File: config.mk
export PLATFORM = sky130hd
export DESIGN_NAME = alu_uart_interface_flat
export DESIGN_NICKNAME = d
export VERILOG_FILES = /design/src/rtl/alu_uart_if.sv /design/src/rtl/alu_uart_interface.sv /design/src/flat_wrapper.sv
export SDC_FILE = /design/constraint.sdc
export NUM_CORES = 1
export LEC_CHECK = 0
export BUFFER_PORTS_ARGS = -buffer_cell sky130_fd_sc_hd__buf_2
export CORE_MARGIN = 1
export CORE_UTILIZATION = 30
export DETAILED_ROUTE_END_ITERATION = 10
export PLACE_DENSITY = 0.57
export RECOVER_POWER = 100
export SKIP_CTS_REPAIR_TIMING = 1
export SYNTH_ARGS = -nofsm -noshare
export SYNTH_HDL_FRONTEND = slang
export SYNTH_SLANG_ARGS = --single-unit
File: constraint.sdc
create_clock -name clk -period 2.42 [get_ports clk]
set_input_delay 0.484 -clock clk [delete_from_list [all_inputs] [get_ports clk]]
set_output_delay 0.484 -clock clk [all_outputs]
set_load 0.02 [all_outputs]
File: src/rtl/alu_uart_if.sv
// alu_uart_if: bundles the UART byte stream, ALU operand/result and transmit handshake signals
interface alu_uart_if #(
  parameter int SIZE    = 8,
  parameter int OP_SIZE = 6
);
  logic                rx_done;
  logic [SIZE-1:0]     rx_data;
  logic [SIZE-1:0]     alu_res;
  logic                alu_carry;
  logic                tx_done;
  logic [SIZE-1:0]     a_alu;
  logic [SIZE-1:0]     b_alu;
  logic [OP_SIZE-1:0]  opcode_alu;
  logic [SIZE-1:0]     tx_data;
  logic                tx_start;
  logic                busy;
  logic                op_error;
  logic                overrun;
  modport slave (
    input  rx_done, rx_data, alu_res, alu_carry, tx_done,
    output a_alu, b_alu, opcode_alu, tx_data, tx_start, busy, op_error, overrun
  );
  modport master (
    output rx_done, rx_data, alu_res, alu_carry, tx_done,
    input  a_alu, b_alu, opcode_alu, tx_data, tx_start, busy, op_error, overrun
  );
endinterface

File: src/rtl/alu_uart_interface.sv
// alu_uart_interface: collects A/B/opcode bytes from UART, drives the ALU, and transmits the result.
// Optional macro CARRY_TX_EN sends the ALU carry as a second byte after the result.
module alu_uart_interface #(
  parameter int SIZE    = 8,
  parameter int OP_SIZE = 6
) (
  input logic       clk,
  input logic       rst,
  alu_uart_if.slave bus
);
`ifdef CARRY_TX_EN
  typedef enum logic [2:0] {
    WAIT_A, WAIT_B, WAIT_OP, COMPUTE, SEND_START, SEND_WAIT, SEND2_START, SEND2_WAIT
  } state_t;
  logic carry;
`else
  typedef enum logic [2:0] {
    WAIT_A, WAIT_B, WAIT_OP, COMPUTE, SEND_START, SEND_WAIT
  } state_t;
  logic unused_carry;
  assign unused_carry = bus.alu_carry;
`endif
  state_t state;
  logic [OP_SIZE-1:0] op;
  logic op_ok;
  assign op = bus.rx_data[OP_SIZE-1:0];
  assign op_ok = op inside {6'b100000, 6'b100010, 6'b100100, 6'b100101,
                            6'b100110, 6'b000011, 6'b000010, 6'b100111};
  always_ff @(posedge clk) begin
    if (rst) begin
      state          <= WAIT_A;
      bus.a_alu      <= '0;
      bus.b_alu      <= '0;
      bus.opcode_alu <= '0;
      bus.tx_data    <= '0;
      bus.tx_start   <= 1'b0;
      bus.busy       <= 1'b0;
      bus.op_error   <= 1'b0;
      bus.overrun    <= 1'b0;
`ifdef CARRY_TX_EN
      carry          <= 1'b0;
`endif
    end else begin
      if (bus.rx_done && bus.busy) bus.overrun <= 1'b1;
      case (state)
        WAIT_A: if (bus.rx_done) begin
          bus.a_alu <= bus.rx_data;
          state     <= WAIT_B;
        end
        WAIT_B: if (bus.rx_done) begin
          bus.b_alu <= bus.rx_data;
          state     <= WAIT_OP;
        end
        WAIT_OP: if (bus.rx_done) begin
          if (op_ok) begin
            bus.opcode_alu <= op;
            bus.busy       <= 1'b1;
            state          <= COMPUTE;
          end else begin
            bus.op_error <= 1'b1;
            state        <= WAIT_A;
          end
        end
        COMPUTE: begin
          bus.tx_data  <= bus.alu_res;
          bus.tx_start <= 1'b1;
`ifdef CARRY_TX_EN
          carry        <= bus.alu_carry;
`endif
          state        <= SEND_START;
        end
        SEND_START: begin
          bus.tx_start <= 1'b0;
          state        <= SEND_WAIT;
        end
        SEND_WAIT: if (bus.tx_done) begin
`ifdef CARRY_TX_EN
          bus.tx_data  <= {{(SIZE-1){1'b0}}, carry};
          bus.tx_start <= 1'b1;
          state        <= SEND2_START;
`else
          bus.busy <= 1'b0;
          state    <= WAIT_A;
`endif
        end
`ifdef CARRY_TX_EN
        SEND2_START: begin
          bus.tx_start <= 1'b0;
          state        <= SEND2_WAIT;
        end
        SEND2_WAIT: if (bus.tx_done) begin
          bus.busy <= 1'b0;
          state    <= WAIT_A;
        end
`endif
        default: state <= WAIT_A;
      endcase
    end
  end
endmodule

File: src/flat_wrapper.sv
// flat-port wrapper written by rule: the top's interface ports become plain ports
module alu_uart_interface_flat 
#(
  parameter int SIZE    = 8,
  parameter int OP_SIZE = 6
)
  (clk, rst, bus_rx_done, bus_rx_data, bus_alu_res, bus_alu_carry, bus_tx_done, bus_a_alu, bus_b_alu, bus_opcode_alu, bus_tx_data, bus_tx_start, bus_busy, bus_op_error, bus_overrun);
  alu_uart_if #(.SIZE(SIZE), .OP_SIZE(OP_SIZE)) bus_i ();
  input logic clk;
  input logic rst;
  input wire logic [$bits(bus_i.rx_done)-1:0] bus_rx_done;
  input wire logic [$bits(bus_i.rx_data)-1:0] bus_rx_data;
  input wire logic [$bits(bus_i.alu_res)-1:0] bus_alu_res;
  input wire logic [$bits(bus_i.alu_carry)-1:0] bus_alu_carry;
  input wire logic [$bits(bus_i.tx_done)-1:0] bus_tx_done;
  output wire logic [$bits(bus_i.a_alu)-1:0] bus_a_alu;
  output wire logic [$bits(bus_i.b_alu)-1:0] bus_b_alu;
  output wire logic [$bits(bus_i.opcode_alu)-1:0] bus_opcode_alu;
  output wire logic [$bits(bus_i.tx_data)-1:0] bus_tx_data;
  output wire logic [$bits(bus_i.tx_start)-1:0] bus_tx_start;
  output wire logic [$bits(bus_i.busy)-1:0] bus_busy;
  output wire logic [$bits(bus_i.op_error)-1:0] bus_op_error;
  output wire logic [$bits(bus_i.overrun)-1:0] bus_overrun;
  assign bus_i.rx_done = bus_rx_done;
  assign bus_i.rx_data = bus_rx_data;
  assign bus_i.alu_res = bus_alu_res;
  assign bus_i.alu_carry = bus_alu_carry;
  assign bus_i.tx_done = bus_tx_done;
  assign bus_a_alu = bus_i.a_alu;
  assign bus_b_alu = bus_i.b_alu;
  assign bus_opcode_alu = bus_i.opcode_alu;
  assign bus_tx_data = bus_i.tx_data;
  assign bus_tx_start = bus_i.tx_start;
  assign bus_busy = bus_i.busy;
  assign bus_op_error = bus_i.op_error;
  assign bus_overrun = bus_i.overrun;
  alu_uart_interface #(.SIZE(SIZE), .OP_SIZE(OP_SIZE)) u_core (.clk(clk), .rst(rst), .bus(bus_i));
endmodule
==> impl_results.md <==
- Most frequent cells in the layout: 45 x nand2_1, 37 x dfxtp_1, 36 x clkbuf_1, 28 x a21oi_1, 19 x buf_2
- Clk buf depth: 2
- Reg-to-Reg Start: u_core.state[0]
- Rel. slew slack: 52.3%
- R2R cell count: 5
- Highest clock rate: 595 MHz
- HPWL Detailed: 2320 um
- Hold Path End: u_core.bus.b_alu[7]
- Failing checks: DRC
- Synth area leader: dfxtp_1
- Max Cap Violations: 0
- WL per Instance: 11.6 um
- Worst Max-Slew Pin Slew: 0.715 ns
- Die width: 71.9 um
- Drt first pass iters: 7
- Setup Viol. Count Final: 0
- Core region area: 0.00472 mm^2
- Yosys reg bits: 37
- WHS: 0.435 ns
- Share of layout cells above drive strength 1: 12.8%
- Mapped Nets: 196
- First-pass GRT wire length: 5490 um
- Total GRT Usage: 13.8%
- Worst-path clk slew: 0.07 ns
- CP Max Fanout: 10
- Initial Util: 31.1%
- H-tree depth: 2
- GP Congestion: 0.742
- Post-DRT Antenna Nets: 0
- Final hold vios: 0
- Simple-gate area share of the yosys netlist: 26.7%
- WP data required: 2.56 ns
- Post-Syn Instances: 175
- Gr ovfl total: 0
- I/O Buffers: 53
- Total Routed Length: 3410 um
- Area Growth Syn to Fin: 22.7%
- Post-synthesis compound-gate area fraction: 15.3%
- Hold path start: bus_rx_data[7]
- Post-synthesis xor/xnor area fraction: 0%
- Residual DRC: 2
- Vias in the first global route: 1,178
- Most common cell after layout, fill and taps aside: nand2_1
- Post-synth ARST share: 0%
- Flop2flop setup slack: 0.74 ns
- Largest net degree at the start of global routing: 42
- Synth Flop Type: dfxtp_1
- # diodes: 0
- Via density: 4.61
- Vias: 1,352
- Die H: 71.9 um
- Mapped Area: 0.00147 mm^2
- Leak: 0.000642 uW
- Syn Area/Cell: 8.39 um^2
- Pwr/cell area: 686 mW/mm^2
- Clk sink count: 37
- CTS tree: done
- Sequential fraction of the synthesis area: 50.5%
- Mux contribution to synthesized area: 2.73%
- RSZ-0062 raised after global routing: false
- Top-area cell type share of the netlist area: 50.5%
- Synth area leaders: dfxtp_1 50%, nand2_1 12%, a21oi_1 9.5%
- 1st-iter DRT viols: 63
- Hold-critical path depth: 3
- Synth Warn #: 0
- Status: complete, but fails checks
- Largest family of logic cells by synthesized area: simple AND/OR/NAND/NOR gates
- Die Area: 0.00518 mm^2
- Worst Path Arrival: 1.82 ns
- FF-to-FF End: u_core.bus.tx_data[4]
- NumNets Final: 247
- I/O Pins: 55
- Rows: 25
- Final min period: 1.68 ns
- Startpoint types: flip-flop
- Worst Path Class, Setup: flip-flop to flip-flop
- Post-synth EDFFs: 0
- Tcrit/Tclk final: 69.4%
- Hold WC Path Type: primary input to flip-flop
- Fin Setup TNS: 0 ns
- CTS Buf Count: 5
- Root Buffer: clkbuf_8
- Final slew viol count: 0
- Adder-cell share of the synthesized area: 0%
- Post-synth cell types: 29
- Setup Skew: 0.00883 ns
- CP Capture Type: flip-flop
- Clk Latency, worst-skew pair: 0.29 ns
- Antenna violations before repair: 0
- Peak VDD IR: 0.262 mV
## flip-flops by register name, summed over array words and instances (netlist names)
signal	count
u_core.bus.a_alu	8
u_core.bus.b_alu	8
u_core.bus.tx_data	8
u_core.bus.opcode_alu	6
u_core.state	3
u_core.bus.busy	1
u_core.bus.op_error	1
u_core.bus.overrun	1
u_core.bus.tx_start	1
## cell families (layout without fill, tap and decap cells)
group / after synthesis / count (layout)
simple gates: 81 / 81
compound gates: 39 / 39
flops: 37 / 37
buf+inv: 14 / 65
mux: 4 / 4
## worst max-delay path, stage by stage (launching register included)
cell and delay (ns):
dfxtp_1 0.46, nor2b_1 0.25, clkbuf_1 0.40, nand2_2 0.24, nand2_1 0.12, a21oi_1 0.06
## cell usage after synthesis (all sizes together), types with 3 or more instances
library cell and count:
nand2 46, o21ai 3, clkbuf 4, a21oi 28, inv 3, dfxtp 37
nand3 8, mux2i 4, nand2b 7, buf 7, nor2b 3, nor2 6
## cell type report
type                            count  area (um^2)
Tap cell                           67         83.8
Sequential cell                    37          741
Clock buffer                        6         82.6
Inverter                            3         11.3
Multi-Input combinational cell    124          644
Fill cell                         523         2920
Timing Repair Buffer               55          230
Clock inverter                      1         7.51
## routing by layer
metal / vias to the layer above / track usage (%) / wire (um)
li1: 684 / - / -
met1: 616 / 17.9 / 1660
met2: 46 / 21.0 / 1480
met3: 6 / 4.58 / 212
met4: 0 / 5.88 / 57
met5: - / 0 / 0
## where the power goes
group / switching [uW] / internal, uW
clock network: 219 / 225
registers: 14.6 / 630
logic: 98.9 / 47.7
## worst max-delay path by stage
stage	from	to	cells past startpoint	slack (ns)
after global routing	u_core.state[0]	u_core.bus.tx_data[6]	5	0.51
final	u_core.state[0]	u_core.bus.tx_data[4]	5	0.74
after floorplan	bus_rx_data[2]	u_core.bus.busy	5	1.02
after global placement	bus_rx_data[2]	u_core.bus.busy	5	0.79
after CTS	u_core.state[0]	u_core.bus.opcode_alu[5]	4	0.92
after detailed placement	bus_rx_data[2]	u_core.bus.busy	5	0.79
## through the flow
stage          total power, uW  cells  worst slack (ns)  utilization (%)  instance area [um^2]
3_3_place_gp               814    286             0.793             37.5                  1770
4_1_cts                   1260    293             0.922             39.4                  1860
5_1_grt                   1290    293             0.514             38.1                  1800
6_report                  1240    293             0.740             38.1                  1800
3_5_place_dp               815    286             0.794             37.5                  1770
2_1_floorplan              758    175              1.02                -                  1470
(Power assumes the default switching activity.)
